===== config.mk =====
export PLATFORM = sky130hd
export DESIGN_NAME = sigma_iter_flat
export DESIGN_NICKNAME = d
export VERILOG_FILES = /design/src/rtl/sigma_iter_if.sv /design/src/rtl/sigma_iter.sv /design/src/flat_wrapper.sv
export SDC_FILE = /design/constraint.sdc
export NUM_CORES = 1
export LEC_CHECK = 0
export ABC_CLOCK_PERIOD_IN_PS = 1550
export CAP_MARGIN = 40
export CORE_ASPECT_RATIO = 0.9
export CORE_MARGIN = 2
export CORE_UTILIZATION = 38
export DETAILED_ROUTE_END_ITERATION = 6
export PLACE_DENSITY = 0.87
export SETUP_SLACK_MARGIN = 0.05
export SYNTH_ARGS = -nofsm -noshare
export SYNTH_HDL_FRONTEND = slang
export SYNTH_SLANG_ARGS = --single-unit

===== constraint.sdc =====
create_clock -name clk -period 1.55 [get_ports clk]
set_clock_uncertainty 0.15 [all_clocks]
set_input_delay 0.3875 -clock clk [delete_from_list [all_inputs] [get_ports clk]]
set_output_delay 0.3875 -clock clk [all_outputs]
set_load 0.005 [all_outputs]

===== src/rtl/sigma_iter_if.sv =====
// sigma_iter_if: load/stream handshake bundle for the Sigma engine.
// master drives loads and consumer ready; slave is the engine.
interface sigma_iter_if #(
  parameter int W  = 128,
  parameter int N  = 9,
  parameter int CW = $clog2(N+1)
);
  logic [W-1:0]  in_data;
  logic [CW-1:0] in_cnt;
  logic          in_mode;
  logic          in_valid;
  logic          in_ready;
  logic [W-1:0]  out_data;
  logic [CW-1:0] out_idx;
  logic          out_last;
  logic          out_valid;
  logic          out_ready;
  logic          busy;

  modport master (
    output in_data, in_cnt, in_mode, in_valid, out_ready,
    input  in_ready, out_data, out_idx, out_last, out_valid, busy
  );

  modport slave (
    input  in_data, in_cnt, in_mode, in_valid, out_ready,
    output in_ready, out_data, out_idx, out_last, out_valid, busy
  );
endinterface


===== src/rtl/sigma_iter.sv =====
// sigma_iter: iterative CLEFIA Sigma (DoubleSwap) key-schedule engine.
// Define SIGMA_INV_EN to build the inverse datapath selected by in_mode.
module sigma_iter #(
  parameter int W = 128,
  parameter int S = 7,
  parameter int N = 9
) (
  input logic       clk,
  input logic       rst_n,
  sigma_iter_if.slave bus
);
  localparam int H  = W / 2;
  localparam int CW = $clog2(N+1);

  typedef enum logic {IDLE, RUN} state_t;

  state_t        state;
  logic [W-1:0]  data_q;
  logic [CW-1:0] idx_q;
  logic [CW-1:0] tgt_q;
  logic          last_q;
  logic          valid_q;
`ifdef SIGMA_INV_EN
  logic          mode_q;
`endif

  logic [CW-1:0] cnt_eff;
  logic [CW:0]   idx_p2;
  logic [W-1:0]  load_nxt;
  logic [W-1:0]  run_nxt;

  function automatic logic [W-1:0] sig_fwd(input logic [W-1:0] x);
    return {x[W-S-1:H], x[S-1:0], x[W-1:W-S], x[H-1:S]};
  endfunction

`ifdef SIGMA_INV_EN
  function automatic logic [W-1:0] sig_inv(input logic [W-1:0] y);
    return {y[H-1:H-S], y[W-1:H+S], y[H-S-1:0], y[H+S-1:H]};
  endfunction
`endif

  // Clamp request count and compute next iterates for load and run paths
  always_comb begin
    cnt_eff = bus.in_cnt;
    if (bus.in_cnt == '0 || bus.in_cnt > CW'(N))
      cnt_eff = CW'(N);
    idx_p2 = {1'b0, idx_q} + (CW+1)'(2);
`ifdef SIGMA_INV_EN
    load_nxt = bus.in_mode ? sig_inv(bus.in_data)
                           : sig_fwd(bus.in_data);
    run_nxt  = mode_q ? sig_inv(data_q) : sig_fwd(data_q);
`else
    load_nxt = sig_fwd(bus.in_data);
    run_nxt  = sig_fwd(data_q);
`endif
  end

  // Load/stream FSM with registered outputs
  always_ff @(posedge clk or negedge rst_n) begin
    if (!rst_n) begin
      state   <= IDLE;
      data_q  <= '0;
      idx_q   <= '0;
      tgt_q   <= '0;
      last_q  <= 1'b0;
      valid_q <= 1'b0;
`ifdef SIGMA_INV_EN
      mode_q  <= 1'b0;
`endif
    end else begin
      case (state)
        IDLE: begin
          if (bus.in_valid) begin
            data_q  <= load_nxt;
            idx_q   <= '0;
            tgt_q   <= cnt_eff;
            last_q  <= (cnt_eff == CW'(1));
            valid_q <= 1'b1;
`ifdef SIGMA_INV_EN
            mode_q  <= bus.in_mode;
`endif
            state   <= RUN;
          end
        end
        RUN: begin
          if (valid_q && bus.out_ready) begin
            if (last_q) begin
              valid_q <= 1'b0;
              last_q  <= 1'b0;
              state   <= IDLE;
            end else begin
              data_q <= run_nxt;
              idx_q  <= idx_q + CW'(1);
              last_q <= (idx_p2 == {1'b0, tgt_q});
            end
          end
        end
        default: state <= IDLE;
      endcase
    end
  end

  assign bus.in_ready  = (state == IDLE);
  assign bus.busy      = (state == RUN);
  assign bus.out_data  = data_q;
  assign bus.out_idx   = idx_q;
  assign bus.out_last  = last_q;
  assign bus.out_valid = valid_q;
endmodule

===== src/flat_wrapper.sv =====
// flat-port wrapper written by rule: the top's interface ports become plain ports
module sigma_iter_flat 
#(
  parameter int W = 128,
  parameter int S = 7,
  parameter int N = 9
)
  (clk, rst_n, bus_in_data, bus_in_cnt, bus_in_mode, bus_in_valid, bus_out_ready, bus_in_ready, bus_out_data, bus_out_idx, bus_out_last, bus_out_valid, bus_busy);
  sigma_iter_if #(.W(W), .N(N)) bus_i ();
  input logic clk;
  input logic rst_n;
  input wire logic [$bits(bus_i.in_data)-1:0] bus_in_data;
  input wire logic [$bits(bus_i.in_cnt)-1:0] bus_in_cnt;
  input wire logic [$bits(bus_i.in_mode)-1:0] bus_in_mode;
  input wire logic [$bits(bus_i.in_valid)-1:0] bus_in_valid;
  input wire logic [$bits(bus_i.out_ready)-1:0] bus_out_ready;
  output wire logic [$bits(bus_i.in_ready)-1:0] bus_in_ready;
  output wire logic [$bits(bus_i.out_data)-1:0] bus_out_data;
  output wire logic [$bits(bus_i.out_idx)-1:0] bus_out_idx;
  output wire logic [$bits(bus_i.out_last)-1:0] bus_out_last;
  output wire logic [$bits(bus_i.out_valid)-1:0] bus_out_valid;
  output wire logic [$bits(bus_i.busy)-1:0] bus_busy;
  assign bus_i.in_data = bus_in_data;
  assign bus_i.in_cnt = bus_in_cnt;
  assign bus_i.in_mode = bus_in_mode;
  assign bus_i.in_valid = bus_in_valid;
  assign bus_i.out_ready = bus_out_ready;
  assign bus_in_ready = bus_i.in_ready;
  assign bus_out_data = bus_i.out_data;
  assign bus_out_idx = bus_i.out_idx;
  assign bus_out_last = bus_i.out_last;
  assign bus_out_valid = bus_i.out_valid;
  assign bus_busy = bus_i.busy;
  sigma_iter #(.W(W), .S(S), .N(N)) u_core (.clk(clk), .rst_n(rst_n), .bus(bus_i));
endmodule

# ---- Word level (Yosys, flattened, before mapping)
# Cells that the tools add are included.
dict set report totals {
  ff_bits 139
  inputBits 137
  output_inout_bits 136
  elab_cells 44
}
dict set report op_classes {
  addsub 2
  order_cmp 1
  n_eq_ne 6
  mux 21
  bitwise 1
  n_reduce_logical 7
}
# cell count
set op_table {}
lappend op_table {{$mux 128} 3}
lappend op_table {{$pmux 128 s2} 1}
lappend op_table {{$mux 4} 4}
lappend op_table {{$mux 1} 9}
lappend op_table {{$ne 2x2->1 const B} 4}
lappend op_table {{$pmux 4 s2} 1}
lappend op_table {{$pmux 1 s2} 3}
lappend op_table {{$reduce_and 3->1} 2}
lappend op_table {{$add 4x2->5 const B} 1}
lappend op_table {{$eq 5x4->1} 1}
lappend op_table {{$add 4x1->4 const B} 1}
lappend op_table {{$eq 4x1->1 const B} 1}
lappend op_table {{$gt 4x4->1 const B} 1}
lappend op_table {{$logic_not 4->1} 1}
lappend op_table {{$reduce_and 2->1} 2}
lappend op_table {{$logic_and 1x1->1} 1}
lappend op_table {{$logic_or 1x1->1} 1}
lappend op_table {{$not 1->1} 1}

# ---- Depth between registers and ports, before layout
# Gate-level depths: netlist of the first run.
dict set report logic_depth {
  word_depth 6
  ltp_mapped 7
  depth_no_buf 4
}

# ---- Worst setup path after synthesis of the first run
# No wires, ideal clock.
dict set report synth_timing {
  path_kind {register to register}
  start {register u_core.idx_q[1], in the netlist u_core.bus.out_idx[1]}
  end {register u_core.last_q, in the netlist u_core.bus.out_last}
  setup_time_ns 0.087
  arrival_time_ns 1.423
  path_slack_ns -0.109
  stages_incl_launch_ff 5
  period_less_slack_ns 1.659
  path_cell_list {dfrtp_1 > ha_1 > xor3_1 > a221o_1 > o211ai_1}
}
dict set report synth_between {
  elab_chain_len 5
}
# item line_no
set synth_lines {}
lappend synth_lines {{start: declaration} sigma_iter.sv:19} ;# logic [CW-1:0] idx_q;
lappend synth_lines {{start signal: assignment} sigma_iter.sv:93} ;# idx_q <= idx_q + CW'(1);
lappend synth_lines {{$add 4x2->5} sigma_iter.sv:47} ;# idx_p2 = {1'b0, idx_q} + (CW+1)'(2);
lappend synth_lines {{$eq 5x4->1} sigma_iter.sv:94} ;# last_q <= (idx_p2 == {1'b0, tgt_q});
lappend synth_lines {{$mux 1} sigma_iter.sv:87} ;# if (last_q) begin
lappend synth_lines {{$mux 1} sigma_iter.sv:86} ;# if (valid_q && bus.out_ready) begin
lappend synth_lines {{$pmux 1 s2} sigma_iter.sv:71} ;# case (state)
lappend synth_lines {{end signal: assignment} sigma_iter.sv:77} ;# last_q <= (cnt_eff == CW'(1));
lappend synth_lines {{end signal: assignment} sigma_iter.sv:94}
lappend synth_lines {{end: declaration} sigma_iter.sv:21} ;# logic last_q;
# Every way passes these cells. The select of a mux whose other input is x is not followed.
# A chain may end at the register's enable or synchronous reset.

# ---- Worst setup path in the final report of the first run
dict set report layout_timing {
  start {register u_core.state, in the netlist u_core.bus.busy}
  end {register u_core.data_q[67], in the netlist u_core.bus.out_data[67]}
}
dict set report layout_between {
  elab_chain_len 3
  elab_cells_between_ends 6
}
# item line_no
set layout_lines {}
lappend layout_lines {{start: declaration} sigma_iter.sv:17} ;# state_t state;
lappend layout_lines {{start signal: assignment} sigma_iter.sv:61} ;# state <= IDLE;
lappend layout_lines {{start signal: assignment} sigma_iter.sv:82} ;# state <= RUN;
lappend layout_lines {{start signal: assignment} sigma_iter.sv:90} ;# state <= IDLE;
lappend layout_lines {{$not 1->1 (no line)} -}
lappend layout_lines {{$ne 2x2->1 (no line)} -}
lappend layout_lines {{$reduce_and 3->1 (no line)} -}
lappend layout_lines {{end signal: assignment} sigma_iter.sv:74} ;# data_q <= load_nxt;
lappend layout_lines {{end signal: assignment} sigma_iter.sv:92} ;# data_q <= run_nxt;
lappend layout_lines {{end: declaration} sigma_iter.sv:18} ;# logic [W-1:0] data_q;
# Parallel ways exist; a longest one is shown, timed or not.

==> results of run 1 <==
==> flip-flops by register name (all words and copies together) (netlist names) <==
name	count
u_core.bus.out_valid	1
u_core.bus.out_last	1
u_core.bus.out_data	128
u_core.bus.out_idx	4
u_core.tgt_q	4
u_core.bus.busy	1
==> cell families (layout without fill, tap and decap cells) <==
logic type,count (synthesis),after routing,share of synthesized area
flops,139,139,0.5751
xor+xnor,6,6,0.01117
fa+ha+maj,2,2,0.004137
compound gates,148,148,0.1558
buf+inv,67,608,0.05378
simple gates,268,272,0.2000
==> cell type report <==
class / count / area (um^2)
Clock buffer: 21 / 460.4
Clock inverter: 11 / 239.0
Fill cell: 652 / 1698
Inverter: 9 / 36.28
Multi-Input combinational cell: 428 / 3920
Sequential cell: 139 / 3481
Tap cell: 202 / 252.7
Timing Repair Buffer: 567 / 5408
==> placed cells by master, fill, tap and decap left out, types with 3 or more instances in the layout <==
| master | Yosys | layout |
|---|---|---|
| buf_16 | 0 | 14 |
| nand2_2 | 0 | 3 |
| nand3_2 | 0 | 8 |
| bufinv_16 | 0 | 7 |
| o21ai_1 | 0 | 6 |
| dfrtp_1 | 139 | 137 |
| nor3_1 | 109 | 16 |
| a22oi_2 | 0 | 5 |
| buf_2 | 32 | 133 |
| buf_12 | 0 | 32 |
| a21oi_2 | 0 | 4 |
| buf_4 | 3 | 200 |
| xnor2_1 | 3 | 3 |
| clkdlybuf4s50_1 | 0 | 133 |
| nor2_1 | 119 | 94 |
| buf_6 | 3 | 29 |
| buf_8 | 0 | 7 |
| inv_1 | 9 | 8 |
| nor3_4 | 0 | 19 |
| nand2_1 | 15 | 12 |
| o22ai_4 | 0 | 29 |
| a221o_1 | 8 | 8 |
| nor2_2 | 0 | 23 |
| a21oi_1 | 11 | 7 |
| nor2_4 | 1 | 4 |
| o22ai_2 | 0 | 68 |
| nor3_2 | 0 | 74 |
| o22ai_1 | 115 | 18 |
| clkbuf_16 | 0 | 33 |
==> power by group through the flow <==
stage | sequential (mW) | clock, mW | combinational [mW]
floorplan | 6.83 | 0 | 3.77
global placement | 6.73 | 0 | 9.69
detailed placement | 6.80 | 0 | 9.95
CTS | 6.32 | 4.88 | 12.8
global route | 6.69 | 5.14 | 17.3
finish | 6.62 | 4.98 | 16.7
==> metrics by stage <==
stage	setup TNS [ns]	util	cell area, um^2	worst slack, ns
after CTS	-13.05	0.7929	12290	-0.1593
final	-25.35	0.8904	13800	-0.4721
after global placement	-64.18	0.6429	9962	-0.5233
after global routing	-27.62	0.8904	13800	-0.5372
after detailed placement	-68.33	0.6429	9962	-0.5826
after floorplan	0	-	6389	0.02586
==> worst register-to-register path, cell delays in order (launching register included) <==
cell	delay [ns]
dfrtp_2	0.38
buf_6	0.13
buf_6	0.12
buf_12	0.10
nand4b_4	0.24
clkbuf_16	0.28
o22ai_1	0.37
a21oi_1	0.12
==> layer usage <==
metal  track usage  vias up  share of wire
li1              -     3370              -
met1        0.4320     4125           0.33
met2        0.6026      800           0.49
met3       0.09076      236           0.11
met4        0.1675        2          0.072
met5             0        -        0.00031
==> worst paths after layout <==
kind	startpoint	to	slack (ns)
worst max-delay path	u_core.bus.busy	u_core.bus.out_data[67]	-0.47
worst min-delay path	rst_n	u_core.bus.out_data[116]	0.26
worst max register to register	u_core.bus.busy	u_core.bus.out_data[67]	-0.47
worst min register to register	u_core.tgt_q[1]	u_core.tgt_q[1]	0.38
max in group asynchronous	rst_n	u_core.bus.out_data[92]	0.40
min in group clk	u_core.tgt_q[1]	u_core.tgt_q[1]	0.38
==> timing repair <==
item	4_1_cts	5_1_grt
hold buffers	1	0
pin swaps	45	48
cloned	19	23
hold endpoints to repair	26	0
setup endpoints to repair	268	216
gates resized for setup	707	161
setup buffers	120	44
==> results.toml, run 1 <==
[status]
status = "finished, violations left"
violations = "setup timing"

[global_route]
grt.overflow.total = 0
grt_use_total = 0.3579
antenna_found_initial = 1
grt_pass1_wl_mm = 45.57
grt_pass1_vias = 8043
grt_max_degree = 43

[worst_hold_path]
min_path_type = "in2async"

[setup_path]
startpoint_type = "flop"
crit_cells = 7
cp_top_family = "buffers and inverters"
cp.required_ns = 1.69
cp_max_fo = 7
path_cells = "buf_6 -> buf_6 -> buf_12 -> nand4b_4 -> clkbuf_16 -> o22ai_1 -> a21oi_1"
path_buf_inv = 4
crit_type = "reg2reg"
crit_top_cell = "buf_6"
worstRegToRegCells = 7
worstSetupEndpointType = "flop"
slowest_stage = "dfrtp_2"
crit_arrival_ns = 2.16
crit_path_max_incr_delay_ns = 0.38

[power_and_ir_drop]
seq_power_share = 0.234
p_int_mw = 17.43
p_total_mw = 28.29
p_sw_frac = 0.3838
ir_worst_vdd_v = 0.001310
pwr_density_cell_nw_per_um2 = 2050
p_leak_nw = 5.819
power_frac_comb = 0.590
power.net_switching_mw = 10.86
clock_power_share = 0.176

[routing]
detail_route.vias_per_cell = 6.197
post-route-drc-count = 0
postRouteAntennaNets = 0
wl_per_cell_um = 28.12
routed-via-count = 8533
drtPass1Iterations = 5
drt_wl_total_mm = 38.72
drt_iter0_markers = 859

[clock_tree]
cts_sinks = 139
cts_inserted_buffers = 17
cts_buffer_depth = 2
cts_max_level = 4
clockRootBuffer = "clkbuf_16"
cts.clk_slew.worst_paths_ns = 0.07
cts_tree = "done"
clk_latency_ns = 0.43

[floorplanning]
std_cell_rows = 43
io-pin-count = 273
initial_core_util = 0.3903
die_w_um = 137.0
core-area_um2 = 15490
die_height_um = 123.7
die_area_um2 = 16940

[synth]
yosys_most_used_dff = "dfrtp_1"
synth_edf_count = 0
synth_cell_types = 30
netlist_top_cells_area = "dfrtp_1 (58%), o22ai_1 (12%), nor3_1 (9.0%), nor2_1 (7.4%), buf_2 (2.6%)"
syn_area_um2 = 6048
yosysSeqAreaShare = 0.5751
synth_seq_cells = 139
synth_most_common_cell = "dfrtp_1"
synth_area_per_cell_um2 = 9.600
yosysTopAreaCell = "dfrtp_1"
synthCells = 630
synthTopCellsByCount = "dfrtp_1 (139), nor2_1 (119), o22ai_1 (115)"
async_flop_share = 1.000
ys_warn_count = 0
syn_nets = 769
synthDominantCellAreaShare = 0.5751

[placed_design]
hpwlAfterDp_mm = 15.98
place_inst = 1141
gp_congestion = 0.8921
io_buffers = 271

[sta]
rsz0062_at_grt = "true"
fmax_mhz = 494.5
holdWs_ns = 0.2627
finalSetupViolCount = 139
fin_ws_ns = -0.4721
finalCritPeriodShare = 1.305
post-route-min-period_ns = 2.022
worst_slew_margin_rel = 0.7076
worst_pin_slew_ns = 0.4387
hold_violations = 0
finalMaxSlewViolations = 0

[finish]
diodes = 0
final_cells = 1377
final_nets = 1301
areaGrowthSynthToFinish_pct = 128.1
layout-drive-gt1-share = 0.6068

[job]
cap_violations = 0
(Power assumes the default switching activity.)
==> run 2, diff against run 1 <==
Settings changed: CTS_CLUSTER_SIZE set to 10, REMOVE_ABC_BUFFERS set to 1.
==> run 2 against run 1 <==
Effect of this change: the run still ends with setup timing left; hold slack improved by 0.035 ns; global-route usage fell by 6.9 points; fmax rose by 15%; sequential cell count did not move; clock power fell by 9.8%; final cell count fell by 3.6%; routed wire length fell by 25%; utilization fell by 14 points; sequential power fell by 2%.
==> results.toml, run 2 (synthesis results as in run 1) <==
[placed_design]
io_buffers = 271
hpwlAfterDp_mm = 14.81
dpl_worst_slack_ns = -0.5435
gp_congestion = 0.8144
place_inst = 1120
placed_area_um2 = 9502

[floorplanning]
std_cell_rows = 43
core-area_um2 = 15490
die_height_um = 123.7
initial_core_util = 0.3903
io-pin-count = 273
die_area_um2 = 16940
die_w_um = 137.0

[sta]
hold_violations = 0
worst_pin_slew_ns = 0.4628
finalSetupViolCount = 141
fmax_mhz = 566.3
tns_ns = -15.72
worst_slew_margin_rel = 0.6907
post-route-min-period_ns = 1.766
rsz0062_at_grt = "true"
finalCritPeriodShare = 1.139
finalMaxSlewViolations = 0
fin_ws_ns = -0.2157

[job]
cap_violations = 0

[setup_path]
crit_path_max_incr_delay_ns = 0.42
cp_max_fo = 31
cp.required_ns = 1.69
crit_arrival_ns = 1.91
startpoint_type = "flop"
r2r_start = "u_core.bus.busy"
rrSetupSlack_ns = -0.22
worstSetupEndpointType = "flop"
critPathLaunch = "u_core.bus.busy"
path_cells = "buf_6 -> and4b_4 -> buf_12 -> clkbuf_16 -> nor3_1 -> nor2_1"
crit_type = "reg2reg"
slowest_stage = "dfrtp_2"

[routing]
wl_per_cell_um = 21.82
postRouteAntennaNets = 0
routed-via-count = 7635
drtPass1Iterations = 5
post-route-drc-count = 0
drt_wl_total_mm = 28.95
detail_route.vias_per_cell = 5.754
drt_iter0_markers = 708

[clock_tree]
clk_latency_ns = 0.42
cts.clk_slew.worst_paths_ns = 0.06
cts_tree = "done"
cts_max_level = 4
cts_inserted_buffers = 17
clockRootBuffer = "clkbuf_16"
cts_buffer_depth = 2
cts_sinks = 139

[finish]
mostFrequentLayoutCells = "buf_4 (195), dfrtp_1 (137), clkdlybuf4s50_1 (133), buf_2 (127), nor2_1 (117)"
largest_reg_flops = 128
final_nets = 1251
final_util = 0.7539
layout-drive-gt1-share = 0.4444
areaGrowthSynthToFinish_pct = 93.13
design_area_um2 = 11680
ff_latch_area_um2 = 3481
final_common_cell = "buf_4"
diodes = 0
final_cells = 1327
multi_input_area_um2 = 2706
fill_cells = 957

[power_and_ir_drop]
pwr_density_cell_nw_per_um2 = 2000
p_leak_nw = 5.175
ir_worst_vdd_v = 0.001134

[status]
status = "finished, violations left"
violations = "setup timing"

[global_route]
grt_use_total = 0.2884
antenna_found_initial = 0
grt_pass1_vias = 7230
grt_max_degree = 64
grt_pass1_wl_mm = 37.49
grt.overflow.total = 0

[worst_hold_path]
min_path_type = "in2async"
## run 2: report_power, final
| part | switching [mW] | total [mW] | internal [mW] |
|---|---|---|---|
| Sequential | 1.13 | 6.49 | 5.36 |
| Clock | 1.63 | 4.49 | 2.86 |
| Combinational | 5.61 | 12.4 | 6.77 |
## run 2: final cells by class
cell class | instances | area share
clock buffers | 21 | 0.04113
well taps | 202 | 0.02164
flip-flops and latches | 139 | 0.2980
repair buffers | 521 | 0.3904
clock inverters | 11 | 0.01403
multi-input cells | 424 | 0.2317
inverters | 9 | 0.003106
## run 2: what timing repair did
action / 4_1_cts / 5_1_grt
endpoints found under the hold margin: 23 / 0
pin swaps: 4 / 18
gates resized for setup: 588 / 85
gates cloned: 3 / 10
setup buffers: 121 / 40
endpoints found under the setup margin: 273 / 239
hold buffers: 1 / 0
## run 2: metrics by stage
stage / hold WS [ns] / power, mW
finish: 0.2979 / 23.36
global route: 0.3083 / 24.43
CTS: 0.2967 / 20.96
detailed placement: 0.1687 / 15.56
global placement: 0.1674 / 15.26
floorplan: -0.05809 / 9.936
## run 2: worst max-delay path: cells and delay by family (launching register included)
kind	cells	cell delay (ns)
AND/OR/NAND/NOR	3	0.56
buffers and inverters	3	0.50
flip-flops	1	0.42
## run 2: worst paths after layout
kind                                      endpoint  cells after the start
max in group asynchronous          u_core.bus.busy                      3
hold / removal             u_core.bus.out_data[61]                      2
setup / recovery           u_core.bus.out_data[92]                      6
min in group clk           u_core.bus.out_data[75]                      2
hold reg to reg            u_core.bus.out_data[75]                      2
setup reg to reg           u_core.bus.out_data[92]                      6
## run 2: per-layer routing
layer  GRT usage  up-vias  share of wire
li1            -     3255              -
met4      0.1443        0          0.046
met5           0        -              0
met1      0.3375     3710           0.36
met3     0.08710      138          0.096
met2      0.4829      532           0.50
